==> src/rtl/float_to_int_if.sv <==
// Handshake bundle for the float-to-int converter: an operand channel
// (in_valid/in_ready/float_in) and a result channel
// (out_valid/out_ready/int_out plus status flags).
interface float_to_int_if;
    logic        in_valid;
    logic        in_ready;
    logic [31:0] float_in;
    logic        out_valid;
    logic        out_ready;
    logic [31:0] int_out;
    logic        overflow;
    logic        invalid;

    modport master (
        output in_valid, float_in, out_ready,
        input  in_ready, out_valid, int_out, overflow, invalid
    );

    modport slave (
        input  in_valid, float_in, out_ready,
        output in_ready, out_valid, int_out, overflow, invalid
    );
endinterface

==> src/rtl/float_to_int.sv <==
// Multi-cycle IEEE-754 single-precision to signed 32-bit integer converter.
// Rounds toward zero. Infinities and out-of-range values saturate. NaN
// returns the integer indefinite value 0x80000000. The mantissa is aligned
// by a one-bit-per-cycle shifter, so latency depends on the exponent.
module float_to_int (
    input  logic          clk,
    input  logic          rst,
    float_to_int_if.slave bus
);

    typedef enum logic [2:0] {
        IDLE,
        LOAD,
        SHIFT,
        FINISH,
        DONE
    } state_t;

    state_t             state;
    logic [31:0]        operand;
    logic [31:0]        mag;
    logic [4:0]         k;
    logic               shift_left;
    logic               in_ready_q;
    logic               out_valid_q;
    logic signed [31:0] int_out_q;
    logic               overflow_q;
    logic               invalid_q;

    logic               sign;
    logic [7:0]         exp_f;
    logic [22:0]        mant;
    logic signed [9:0]  e_unb;
    logic signed [9:0]  sh_amt;
    logic [4:0]         k_load;

    // Saturated integer for an out-of-range value of the given sign.
    function automatic logic signed [31:0] saturate(input logic s);
        return s ? 32'sh8000_0000 : 32'sh7FFF_FFFF;
    endfunction

    // Two's-complement application of the sign, modulo 2^32.
    function automatic logic signed [31:0] apply_sign(input logic s, input logic [31:0] m);
        logic signed [31:0] sm;
        sm = $signed(m);
        return s ? -sm : sm;
    endfunction

    // Field decode of the captured operand. sh_amt = e - 23 is the
    // distance between the mantissa's binary point and the integer LSB.
    always_comb begin
        sign   = operand[31];
        exp_f  = operand[30:23];
        mant   = operand[22:0];
        e_unb  = $signed({2'b00, exp_f}) - 10'sd127;
        sh_amt = e_unb - 10'sd23;
        k_load = sh_amt[9] ? 5'(-sh_amt) : 5'(sh_amt);
    end

    // Control FSM with registered handshake and result outputs.
    always_ff @(posedge clk) begin
        if (rst) begin
            state       <= IDLE;
            operand     <= '0;
            mag         <= '0;
            k           <= '0;
            shift_left  <= 1'b0;
            in_ready_q  <= 1'b1;
            out_valid_q <= 1'b0;
            int_out_q   <= '0;
            overflow_q  <= 1'b0;
            invalid_q   <= 1'b0;
        end else begin
            case (state)
                IDLE: begin
                    if (bus.in_valid) begin
                        operand    <= bus.float_in;
                        overflow_q <= 1'b0;
                        invalid_q  <= 1'b0;
                        in_ready_q <= 1'b0;
                        state      <= LOAD;
                    end
                end

                LOAD: begin
                    if (exp_f == 8'hFF) begin
                        // NaN reports invalid; infinity saturates.
                        if (mant != '0) begin
                            int_out_q <= 32'sh8000_0000;
                            invalid_q <= 1'b1;
                        end else begin
                            int_out_q  <= saturate(sign);
                            overflow_q <= 1'b1;
                        end
                        out_valid_q <= 1'b1;
                        state       <= DONE;
                    end else if (e_unb < 10'sd0) begin
                        // Magnitude below one, including zeros and denormals.
                        int_out_q   <= '0;
                        out_valid_q <= 1'b1;
                        state       <= DONE;
                    end else if (e_unb >= 10'sd31) begin
                        // -2^31 is the only value with e=31 that fits exactly.
                        if (operand == 32'hCF00_0000) begin
                            int_out_q <= 32'sh8000_0000;
                        end else begin
                            int_out_q  <= saturate(sign);
                            overflow_q <= 1'b1;
                        end
                        out_valid_q <= 1'b1;
                        state       <= DONE;
                    end else begin
                        mag        <= {8'h00, 1'b1, mant};
                        k          <= k_load;
                        shift_left <= ~sh_amt[9];
                        state      <= (k_load != 5'd0) ? SHIFT : FINISH;
                    end
                end

                SHIFT: begin
                    // Right shifts drop fraction bits, giving truncation toward zero.
                    mag <= shift_left ? (mag << 1) : (mag >> 1);
                    k   <= k - 5'd1;
                    if (k == 5'd1) begin
                        state <= FINISH;
                    end
                end

                FINISH: begin
                    int_out_q   <= apply_sign(sign, mag);
                    out_valid_q <= 1'b1;
                    state       <= DONE;
                end

                DONE: begin
                    if (bus.out_ready) begin
                        out_valid_q <= 1'b0;
                        in_ready_q  <= 1'b1;
                        state       <= IDLE;
                    end
                end

                default: begin
                    out_valid_q <= 1'b0;
                    in_ready_q  <= 1'b1;
                    state       <= IDLE;
                end
            endcase
        end
    end

    assign bus.in_ready  = in_ready_q;
    assign bus.out_valid = out_valid_q;
    assign bus.int_out   = int_out_q;
    assign bus.overflow  = overflow_q;
    assign bus.invalid   = invalid_q;

endmodule

==> src/flat_wrapper.sv <==
// flat-port wrapper written by rule: the top's interface ports become plain ports
module float_to_int_flat 
  (clk, rst, bus_in_valid, bus_float_in, bus_out_ready, bus_in_ready, bus_out_valid, bus_int_out, bus_overflow, bus_invalid);
  float_to_int_if bus_i ();
  input  logic clk;
  input  logic rst;
  input wire logic [$bits(bus_i.in_valid)-1:0] bus_in_valid;
  input wire logic [$bits(bus_i.float_in)-1:0] bus_float_in;
  input wire logic [$bits(bus_i.out_ready)-1:0] bus_out_ready;
  output wire logic [$bits(bus_i.in_ready)-1:0] bus_in_ready;
  output wire logic [$bits(bus_i.out_valid)-1:0] bus_out_valid;
  output wire logic [$bits(bus_i.int_out)-1:0] bus_int_out;
  output wire logic [$bits(bus_i.overflow)-1:0] bus_overflow;
  output wire logic [$bits(bus_i.invalid)-1:0] bus_invalid;
  assign bus_i.in_valid = bus_in_valid;
  assign bus_i.float_in = bus_float_in;
  assign bus_i.out_ready = bus_out_ready;
  assign bus_in_ready = bus_i.in_ready;
  assign bus_out_valid = bus_i.out_valid;
  assign bus_int_out = bus_i.int_out;
  assign bus_overflow = bus_i.overflow;
  assign bus_invalid = bus_i.invalid;
  float_to_int u_core (.clk(clk), .rst(rst), .bus(bus_i));
endmodule
==> config.mk <==
export PLATFORM = sky130hd
export DESIGN_NAME = float_to_int_flat
export DESIGN_NICKNAME = d
export VERILOG_FILES = /design/src/rtl/float_to_int_if.sv /design/src/rtl/float_to_int.sv /design/src/flat_wrapper.sv
export SDC_FILE = /design/constraint.sdc
export NUM_CORES = 1
export LEC_CHECK = 0
export CAP_MARGIN = 40
export CORE_ASPECT_RATIO = 0.5
export CORE_MARGIN = 2
export CORE_UTILIZATION = 60
export CTS_CLUSTER_DIAMETER = 50
export DETAILED_ROUTE_END_ITERATION = 6
export HOLD_SLACK_MARGIN = 0.06
export PLACE_DENSITY = 0.85
export SLEW_MARGIN = 5
export SYNTH_ARGS = -nofsm -noshare
export SYNTH_HDL_FRONTEND = slang
export SYNTH_SLANG_ARGS = --single-unit
==> constraint.sdc <==
create_clock -name clk -period 3.6 [get_ports clk]
set_input_delay 0.36 -clock clk [delete_from_list [all_inputs] [get_ports clk]]
set_output_delay 0.36 -clock clk [all_outputs]
set_load 0.005 [all_outputs]
== Word-level counts from Yosys, hierarchy flattened ==
Index checks and enable logic that the tools add are counted.
Storage, ports and cells
  flip-flop bits (word level): 109
  input bits: 36
  word-level logic and storage cells: 103
Operators by class
  bitwise gates (word level): 6
  eq/ne operators: 20
  reductions and logical operators: 17
  magnitude comparators: 2
  add/sub/neg operators: 5
  mux-type cells: 43
Operators with widths (count)
  2-to-1 mux 32 bit: 11
  one-hot mux 32 bit (2 select lines): 2
  == test 32 bit (second input constant): 1
  negation 32 bit: 1
  nonzero test 23 bit: 1
  2-to-1 mux 5 bit: 4
  2-to-1 mux 3 bit: 6
  one-hot mux 3 bit (5 select lines): 1
  2-to-1 mux 1 bit: 14
  AND reduction 4 bit: 3
  != test 2 bit (second input constant): 5
  one-hot mux 5 bit (2 select lines): 1
  subtractor 9 x 6 -> 10 bit (second input constant): 1
  >= comparator 9 x 6 -> 1 bit (second input constant): 1
  less-than comparator 9 x 1 -> 1 bit (second input constant): 1
  AND reduction 3 bit: 3
  subtractor 8 x 7 -> 9 bit (second input constant): 1
  == test 8 bit (second input constant): 1
  == test 3 x 2 -> 1 bit (second input constant): 2
  != test 2 x 1 -> 1 bit (second input constant): 3
  != test 3 x 2 -> 1 bit (second input constant): 2
  NOT 1 bit: 6
  AND reduction 6 bit: 1
  nonzero test 2 bit: 3
  16 further kinds: 18

== Depth between registers and ports, before layout ==
Gate-level depths: netlist of the first run.
  depth in word-level cells: 10
  gate-level depth with buffers: 11
  mapped depth without buffers: 9

== Worst setup path before layout of the first run ==
OpenSTA, ideal clock, no wires.
  kind: register to register
  start: reg u_core.operand[24]
  end: reg u_core.state[0]
  period minus slack after synthesis: 2.256 ns
  buffers on the path: 1
  arrival time: 2.160 ns
  setup time: 0.096 ns
  stages on the path, launching flop included: 10
  setup slack: 1.344 ns
  cells stage by stage: dfxtp_1 ha_1 buf_2 nand2_1 o22a_1 o31ai_4 a41o_2 o31ai_1 xor2_1 o41ai_2
Between the ends
  cells in the longest elaborated chain, start to end: 10
RTL lines
  start: declaration: line float_to_int.sv:20  | logic [31:0] operand;
  start signal: assignment: line float_to_int.sv:77  | operand <= bus.float_in;
  subtractor 8 x 7 -> 9 bit: line float_to_int.sv:55  | e_unb = $signed({2'b00, exp_f}) - 10'sd127;
  subtractor 9 x 6 -> 10 bit: line float_to_int.sv:56  | sh_amt = e_unb - 10'sd23;
  negation 5 bit: line float_to_int.sv:57  | k_load = sh_amt[9] ? 5'(-sh_amt) : 5'(sh_amt);
  2-to-1 mux 5 bit: line float_to_int.sv:57
  nonzero test 5 bit: line float_to_int.sv:116  | state <= (k_load != 5'd0) ? SHIFT : FINISH;
  2-to-1 mux 1 bit: line float_to_int.sv:116
  2-to-1 mux 3 bit: line float_to_int.sv:102  | end else if (e_unb >= 10'sd31) begin
  2-to-1 mux 3 bit: line float_to_int.sv:97  | end else if (e_unb < 10'sd0) begin
  2-to-1 mux 3 bit (*): line float_to_int.sv:86  | if (exp_f == 8'hFF) begin
  one-hot mux 3 bit (5 select lines) (*): line float_to_int.sv:74  | case (state)
  end signal: assignment: line float_to_int.sv:116
  end: declaration: line float_to_int.sv:19  | state_t state;
Every way passes the cells marked *; elsewhere a longest branch is shown, timed or not.
A chain may end at the register's enable or synchronous reset.

== Worst setup path in the final report of the first run ==
  start: reg u_core.operand[23]
  end: reg u_core.mag[18]
Between the ends
  cells in the longest elaborated chain, start to end: 4
RTL lines
  subtractor 8 x 7 -> 9 bit: line float_to_int.sv:55
  less-than comparator 9 x 1 -> 1 bit / >= comparator 9 x 6 -> 1 bit (equally long branches): line float_to_int.sv:97, float_to_int.sv:102
  != test 2 bit (no line)
  AND reduction 4 bit (no line) (*)
  end signal: assignment: line float_to_int.sv:113  | mag <= {8'h00, 1'b1, mant};
  end signal: assignment: line float_to_int.sv:122  | mag <= shift_left ? (mag << 1) : (mag >> 1);
  end: declaration: line float_to_int.sv:21  | logic [31:0] mag;
Marked as above.

==> results.toml, run 1 <==
[sta]
setup_tns_ns = 0
rsz0062_at_grt = "no"
slew_violations = 0
tightest_slew_ns = 0.859
finalSetupViolCount = 0
min_period_over_period = 0.866
fmax_ghz = 0.321
hold_violations = 0
max_slew_margin = 0.427
period_minus_slack_ns = 3.12
final.setup_skew_ns = 0.00850

[grt]
grt_usage = 0.282
overflow = 0
grt_max_degree = 76
antenna_found_initial = 0
grt_pass1_vias = 4733
grt_pass1_wl_um = 23800

[floorplanning]
start_util = 0.620
die_h_um = 74.0
die-area_um2 = 10700
num_rows = 25
die_w_um = 144
core_area_um2 = 9480
ioPinCount = 72

[setup_path]
critPathArrivalTime_ns = 3.39
timing.critical_path.slowest_stage_cell = "dfxtp_1"
path_cells = "ha_1 -> nand2_1 -> o22a_1 -> o31ai_4 -> nand4_1 -> nand2_1 -> buf_4 -> o211ai_1 -> a21oi_1"
crit_path_start_kind = "flip-flop"
worst-setup-path-type = "reg2reg"
reg2reg_from = "u_core.operand[23]$_SDFFE_PP0P_"
cp_max_fo = 12
r2r_slack_ns = 0.48
worstReg2RegEnd = "u_core.mag[18]$_SDFFE_PP0P_"
crit_path_frequent_cell = "nand2_1"
r2r_cells = 9
cp_data_required_time_ns = 3.88
cpPeakStageDelay_ns = 0.50
cp-end-kind = "flip-flop"

[clock_network]
insertion_delay_ns = 0.36
cts_buffer_depth = 2
clk_pin_slew_worst_paths_ns = 0.07
clock-sinks = 109
cts_root_buf = "clkbuf_16"
hold_buffers = 0
cts_buffers = 9
postCtsSetupBuffers = 0
cts_tree = "done"
cts_resized = 0
h-tree-depth = 3

[cells_and_area]
nets = 819
area_delta_synth_final_pct = 17.0
final_cell_mix = "131 x nand2_1, 109 x dfxtp_1, 92 x a21oi_1"
drive_above_1_share = 0.0614
final_common_cell = "nand2_1"
diodes = 0
final_area_um2 = 6880
post-route-util = 0.726

[power]
combPwrFrac = 0.126
powerDensity_nw_per_um2 = 388
switching_power_w = 0.000697
clock_power_share = 0.382
ir_worst_vdd_mv = 0.228
switching_share = 0.261
pwr-share-seq = 0.493
p_int_w = 0.00197
power_leakage_nw = 2.31

[logic_synthesis]
yosys_warnings = 0
yosysUniqueCellTypes = 59
syn_area_per_cell_um2 = 7.83
yosys.area.top_type_share = 0.371
synth_top_area_cell = "dfxtp_1"
synth_fp_nets = 793
syn_inst = 751
synth_ff_type = "dfxtp_1"
async_reset_ff_frac = 0
ys_ff_latch = 109
syn_area_um2 = 5880
ys_seq_area_frac = 0.371
netlist_top_cells_area = "dfxtp_1 37%, nand2_1 8.4%, a21oi_1 7.8%"
synth_edf_count = 0

[placed_design]
portBuffers = 71
dp_hpwl_um = 10300
gp_congestion = 0.884
dpl_cell_area_um2 = 6570

[min_path]
whs_path_depth = 2
hp-start = "u_core.bus.invalid$_SDFFE_PP0P_"
hold_end = "u_core.bus.invalid$_SDFFE_PP0P_"
hp-class = "reg2reg"

[detailed_routing]
drc = 0
vias_per_cell = 5.97
drtPass1Iterations = 5
wl_um = 14800
drt_iter0_markers = 564
ant_nets = 0
wl_per_cell_um = 16.1
vias = 5475

[job]
drv_cap = 0

[outcome]
status = "finished clean"
## cells in the mapped netlist (2+ instances only)
cell type / n
nand2_1: 131
dfxtp_1: 109
a21oi_1: 92
nor2_1: 70
clkbuf_1: 41
mux2i_1: 30
o211ai_1: 24
o21ai_0: 24
xnor2_1: 22
a211oi_1: 20
buf_2: 20
nor3_1: 17
xor2_1: 15
o31ai_1: 11
nand3_1: 10
nor4_1: 10
nand2b_1: 9
inv_1: 8
o22ai_1: 8
ha_1: 6
o41ai_1: 5
a31oi_1: 4
buf_1: 4
buf_4: 4
nand4_1: 4
nor2b_1: 4
a32oi_1: 3
nand4b_1: 3
o41ai_2: 3
or3_1: 3
a21boi_0: 2
a21o_1: 2
nor4_4: 2
o21a_1: 2
o21ai_1: 2
o2bb2ai_1: 2
or2_2: 2
or4_1: 2
## registers in the layout (all words and copies together), names as in the netlist
register and count:
u_core.mag 32, u_core.bus.overflow 1, u_core.bus.invalid 1, u_core.shift_left 1, u_core.k 5, u_core.bus.out_valid 1, u_core.state 3, u_core.bus.in_ready 1
u_core.bus.int_out 32, u_core.operand 32
## per-stage QoR
step	setup slack (ns)	hold slack [ns]	std cells	total power (W)
2_1_floorplan	1.34	0.448	751	0.00153
3_3_place_gp	0.715	0.450	901	0.00166
3_5_place_dp	0.595	0.471	901	0.00167
4_1_cts	0.540	0.481	917	0.00268
5_1_grt	0.200	0.503	917	0.00278
6_report	0.483	0.475	917	0.00267
## power by group through the flow
| stage | sequential [W] | combinational (W) | clock [W] |
|---|---|---|---|
| floorplan | 0.00132 | 0.000206 | 0 |
| global placement | 0.00134 | 0.000326 | 0 |
| detailed placement | 0.00134 | 0.000332 | 0 |
| CTS | 0.00131 | 0.000335 | 0.00103 |
| global route | 0.00132 | 0.000372 | 0.00108 |
| finish | 0.00131 | 0.000336 | 0.00102 |
## logic make-up after synthesis
logic type | after synthesis | share of synthesized area
xor+xnor | 38 | 0.0579
compound gates | 214 | 0.233
simple gates | 277 | 0.218
fa+ha+maj | 6 | 0.0128
flops | 109 | 0.371
buf+inv | 77 | 0.0560
mux | 30 | 0.0511
## routing by layer
metal  up-vias  global-route usage  wire [um]
li1       2709                   -          -
met1      2507               0.428       7260
met2       236               0.406       5930
met3        23              0.0631       1360
met4         0              0.0675        198
met5         -                   0          0
## area by class of cell
cell class              count  area, um2
clock buffers               9        225
clock inverters             7       78.8
well taps                 135        169
inverters                   8       30.0
fillers                   748       2600
flip-flops and latches    109       2180
multi-input cells         565       3390
repair buffers             84        806
## worst max path at each step
stage          slack (ns)  cells past startpoint                       startpoint                                   to
2_1_floorplan        1.34                      9  u_core.operand[24]$_SDFFE_PP0P_         u_core.state[0]$_SDFFE_PP0P_
6_report             0.48                      9  u_core.operand[23]$_SDFFE_PP0P_          u_core.mag[18]$_SDFFE_PP0P_
4_1_cts              0.54                      9  u_core.operand[23]$_SDFFE_PP0P_          u_core.mag[18]$_SDFFE_PP0P_
5_1_grt              0.20                      7  u_core.operand[23]$_SDFFE_PP0P_  u_core.bus.int_out[19]$_SDFFE_PP0P_
3_5_place_dp         0.59                      9  u_core.operand[23]$_SDFFE_PP0P_          u_core.mag[18]$_SDFFE_PP0P_
3_3_place_gp         0.71                      9  u_core.operand[23]$_SDFFE_PP0P_          u_core.mag[23]$_SDFFE_PP0P_
## worst max-delay path: cells and delay by family (launching register included)
family                   cells  cell delay (ns)
adder cells (fa/ha/maj)      1             0.47
AO/OA/AOI/OAI                4             0.84
buffers and inverters        1             0.26
flip-flops                   1             0.50
AND/OR/NAND/NOR              3             0.95
No activity file was read; power rests on OpenSTA's default activity.
==> inputs of run 2 (changes only) <==
--- a/config.mk
+++ b/config.mk
@@ -5,7 +5,6 @@
 export SDC_FILE = /design/constraint.sdc
 export NUM_CORES = 1
 export LEC_CHECK = 0
-export CAP_MARGIN = 40
 export CORE_ASPECT_RATIO = 0.5
 export CORE_MARGIN = 2
 export CORE_UTILIZATION = 60
==> results of run 2 <==
Same layout as run 1: the final DEF is identical, and so are final timing and power.
==> inputs of run 3 (changes only) <==
--- a/config.mk
+++ b/config.mk
@@ -11,7 +11,7 @@
 export CTS_CLUSTER_DIAMETER = 50
 export DETAILED_ROUTE_END_ITERATION = 6
 export HOLD_SLACK_MARGIN = 0.06
-export PLACE_DENSITY = 0.85
+export PLACE_DENSITY = 0.92
 export SLEW_MARGIN = 5
 export SYNTH_ARGS = -nofsm -noshare
 export SYNTH_HDL_FRONTEND = slang
==> results.toml, run 3 (same netlist as run 1, synthesis figures left out) <==
[clock_network]
cts_tree = "done"
clk_pin_slew_worst_paths_ns = 0.07
cts_buffer_depth = 2
h-tree-depth = 3
insertion_delay_ns = 0.36
postCtsSetupBuffers = 0
cts_buffers = 9
cts_root_buf = "clkbuf_16"
cts_resized = 0
clock-sinks = 109
hold_buffers = 0

[sta]
min_period_over_period = 0.839
slew_violations = 0
tightest_slew_ns = 0.726
setup_ws_ns = 0.581
rsz0062_at_grt = "no"
period_minus_slack_ns = 3.02
fmax_ghz = 0.331
max_slew_margin = 0.516
final.setup_skew_ns = 0.0116
hold_violations = 0
setup_tns_ns = 0
finalSetupViolCount = 0

[cells_and_area]
final_cell_mix = "131 x nand2_1, 109 x dfxtp_1, 92 x a21oi_1"
final_common_cell = "nand2_1"
post-route-util = 0.725
area_delta_synth_final_pct = 16.9
layout.cells.non_filler = 915
num-fill-cells = 706
multiInputGateArea_um2 = 3390
diodes = 0
seq_area_um2 = 2180
nets = 817
drive_above_1_share = 0.0577

[setup_path]
worstReg2RegEnd = "u_core.mag[6]$_SDFFE_PP0P_"
cp_num_buf_inv = 1
worst-setup-path-type = "reg2reg"
crit_path_frequent_cell = "nand2_1"
cp-end-kind = "flip-flop"
cpPeakStageDelay_ns = 0.53
timing.critical_path.slowest_stage_cell = "dfxtp_1"
cp_max_fo = 23
cp_data_required_time_ns = 3.88
crit_path_start_kind = "flip-flop"
path_delay_family = "compound AO/OA/AOI/OAI gates"
path_cells = "ha_1 -> nand2_1 -> o22a_1 -> o31ai_4 -> nand4_1 -> nand2_1 -> buf_4 -> o211ai_1 -> a21oi_1"
r2r_cells = 9
cp-startpoint = "u_core.operand[23]$_SDFFE_PP0P_"
reg2reg_from = "u_core.operand[23]$_SDFFE_PP0P_"
r2r_slack_ns = 0.58
critPathArrivalTime_ns = 3.30

[floorplanning]
die-area_um2 = 10700
core_area_um2 = 9480
ioPinCount = 72
start_util = 0.620
die_h_um = 74.0
die_w_um = 144
num_rows = 25

[power]
power_leakage_nw = 2.30
ir_worst_vdd_mv = 0.244
power_w = 0.00267
powerDensity_nw_per_um2 = 389

[detailed_routing]
drc = 0
ant_nets = 0
wl_um = 14700
vias_per_cell = 6.03
wl_per_cell_um = 16.0
drt_iter0_markers = 623
drtPass1Iterations = 5
vias = 5519

[placed_design]
post-place-ws_ns = 0.674
gp_congestion = 0.964
dp_hpwl_um = 10100
portBuffers = 71
dp_cells = 899

[grt]
overflow = 0
antenna_found_initial = 0
grt_usage = 0.278
grt_max_degree = 72
grt_pass1_vias = 4743
grt_pass1_wl_um = 23400

[outcome]
status = "finished clean"

[min_path]
hold_end = "u_core.bus.invalid$_SDFFE_PP0P_"
hp-start = "u_core.bus.invalid$_SDFFE_PP0P_"
hp-class = "reg2reg"
whs_path_depth = 2

[job]
drv_cap = 0
[run 3: metal layers]
metal	wire [um]	share of wire	global-route usage	up-vias
met3	1460	0.099	0.0637	13
li1	-	-	-	2706
met2	6070	0.41	0.412	253
met1	7020	0.48	0.410	2547
met5	0	0	0	-
met4	135	0.0092	0.0730	0
[run 3: worst min-delay path: cells and delay by family (launching register included)]
family | cells | cell delay (ns)
and+or+nand+nor | 1 | 0.05
AOI/OAI and AO/OA | 1 | 0.05
DFF | 1 | 0.32
[run 3: worst max path at each step]
stage / slack, ns / to / depth (start not counted)
2_1_floorplan: 1.34 / u_core.state[0]$_SDFFE_PP0P_ / 9
3_3_place_gp: 0.89 / u_core.mag[4]$_SDFFE_PP0P_ / 9
3_5_place_dp: 0.67 / u_core.mag[6]$_SDFFE_PP0P_ / 9
4_1_cts: 0.62 / u_core.mag[6]$_SDFFE_PP0P_ / 9
5_1_grt: 0.39 / u_core.mag[6]$_SDFFE_PP0P_ / 9
6_report: 0.58 / u_core.mag[6]$_SDFFE_PP0P_ / 9
[run 3: cell type report]
| cell class | count | share of cell area |
|---|---|---|
| Tap cell | 135 | 0.0246 |
| Clock buffer | 11 | 0.0353 |
| Timing Repair Buffer | 82 | 0.117 |
| Multi-Input combinational cell | 565 | 0.493 |
| Inverter | 8 | 0.00437 |
| Clock inverter | 5 | 0.00874 |
| Sequential cell | 109 | 0.317 |
[run 3: power by group]
part / switching (W) / internal, W
clock: 0.000461 / 0.000560
combinational: 0.000174 / 0.000165
sequential: 0.0000524 / 0.00126
[run 3: per-stage QoR]
| step | hold WS [ns] | cell area (um2) |
|---|---|---|
| floorplan | 0.448 | 5880 |
| global placement | 0.448 | 6570 |
| finish | 0.471 | 6870 |
| global route | 0.489 | 6870 |
| CTS | 0.477 | 6870 |
| detailed placement | 0.457 | 6570 |
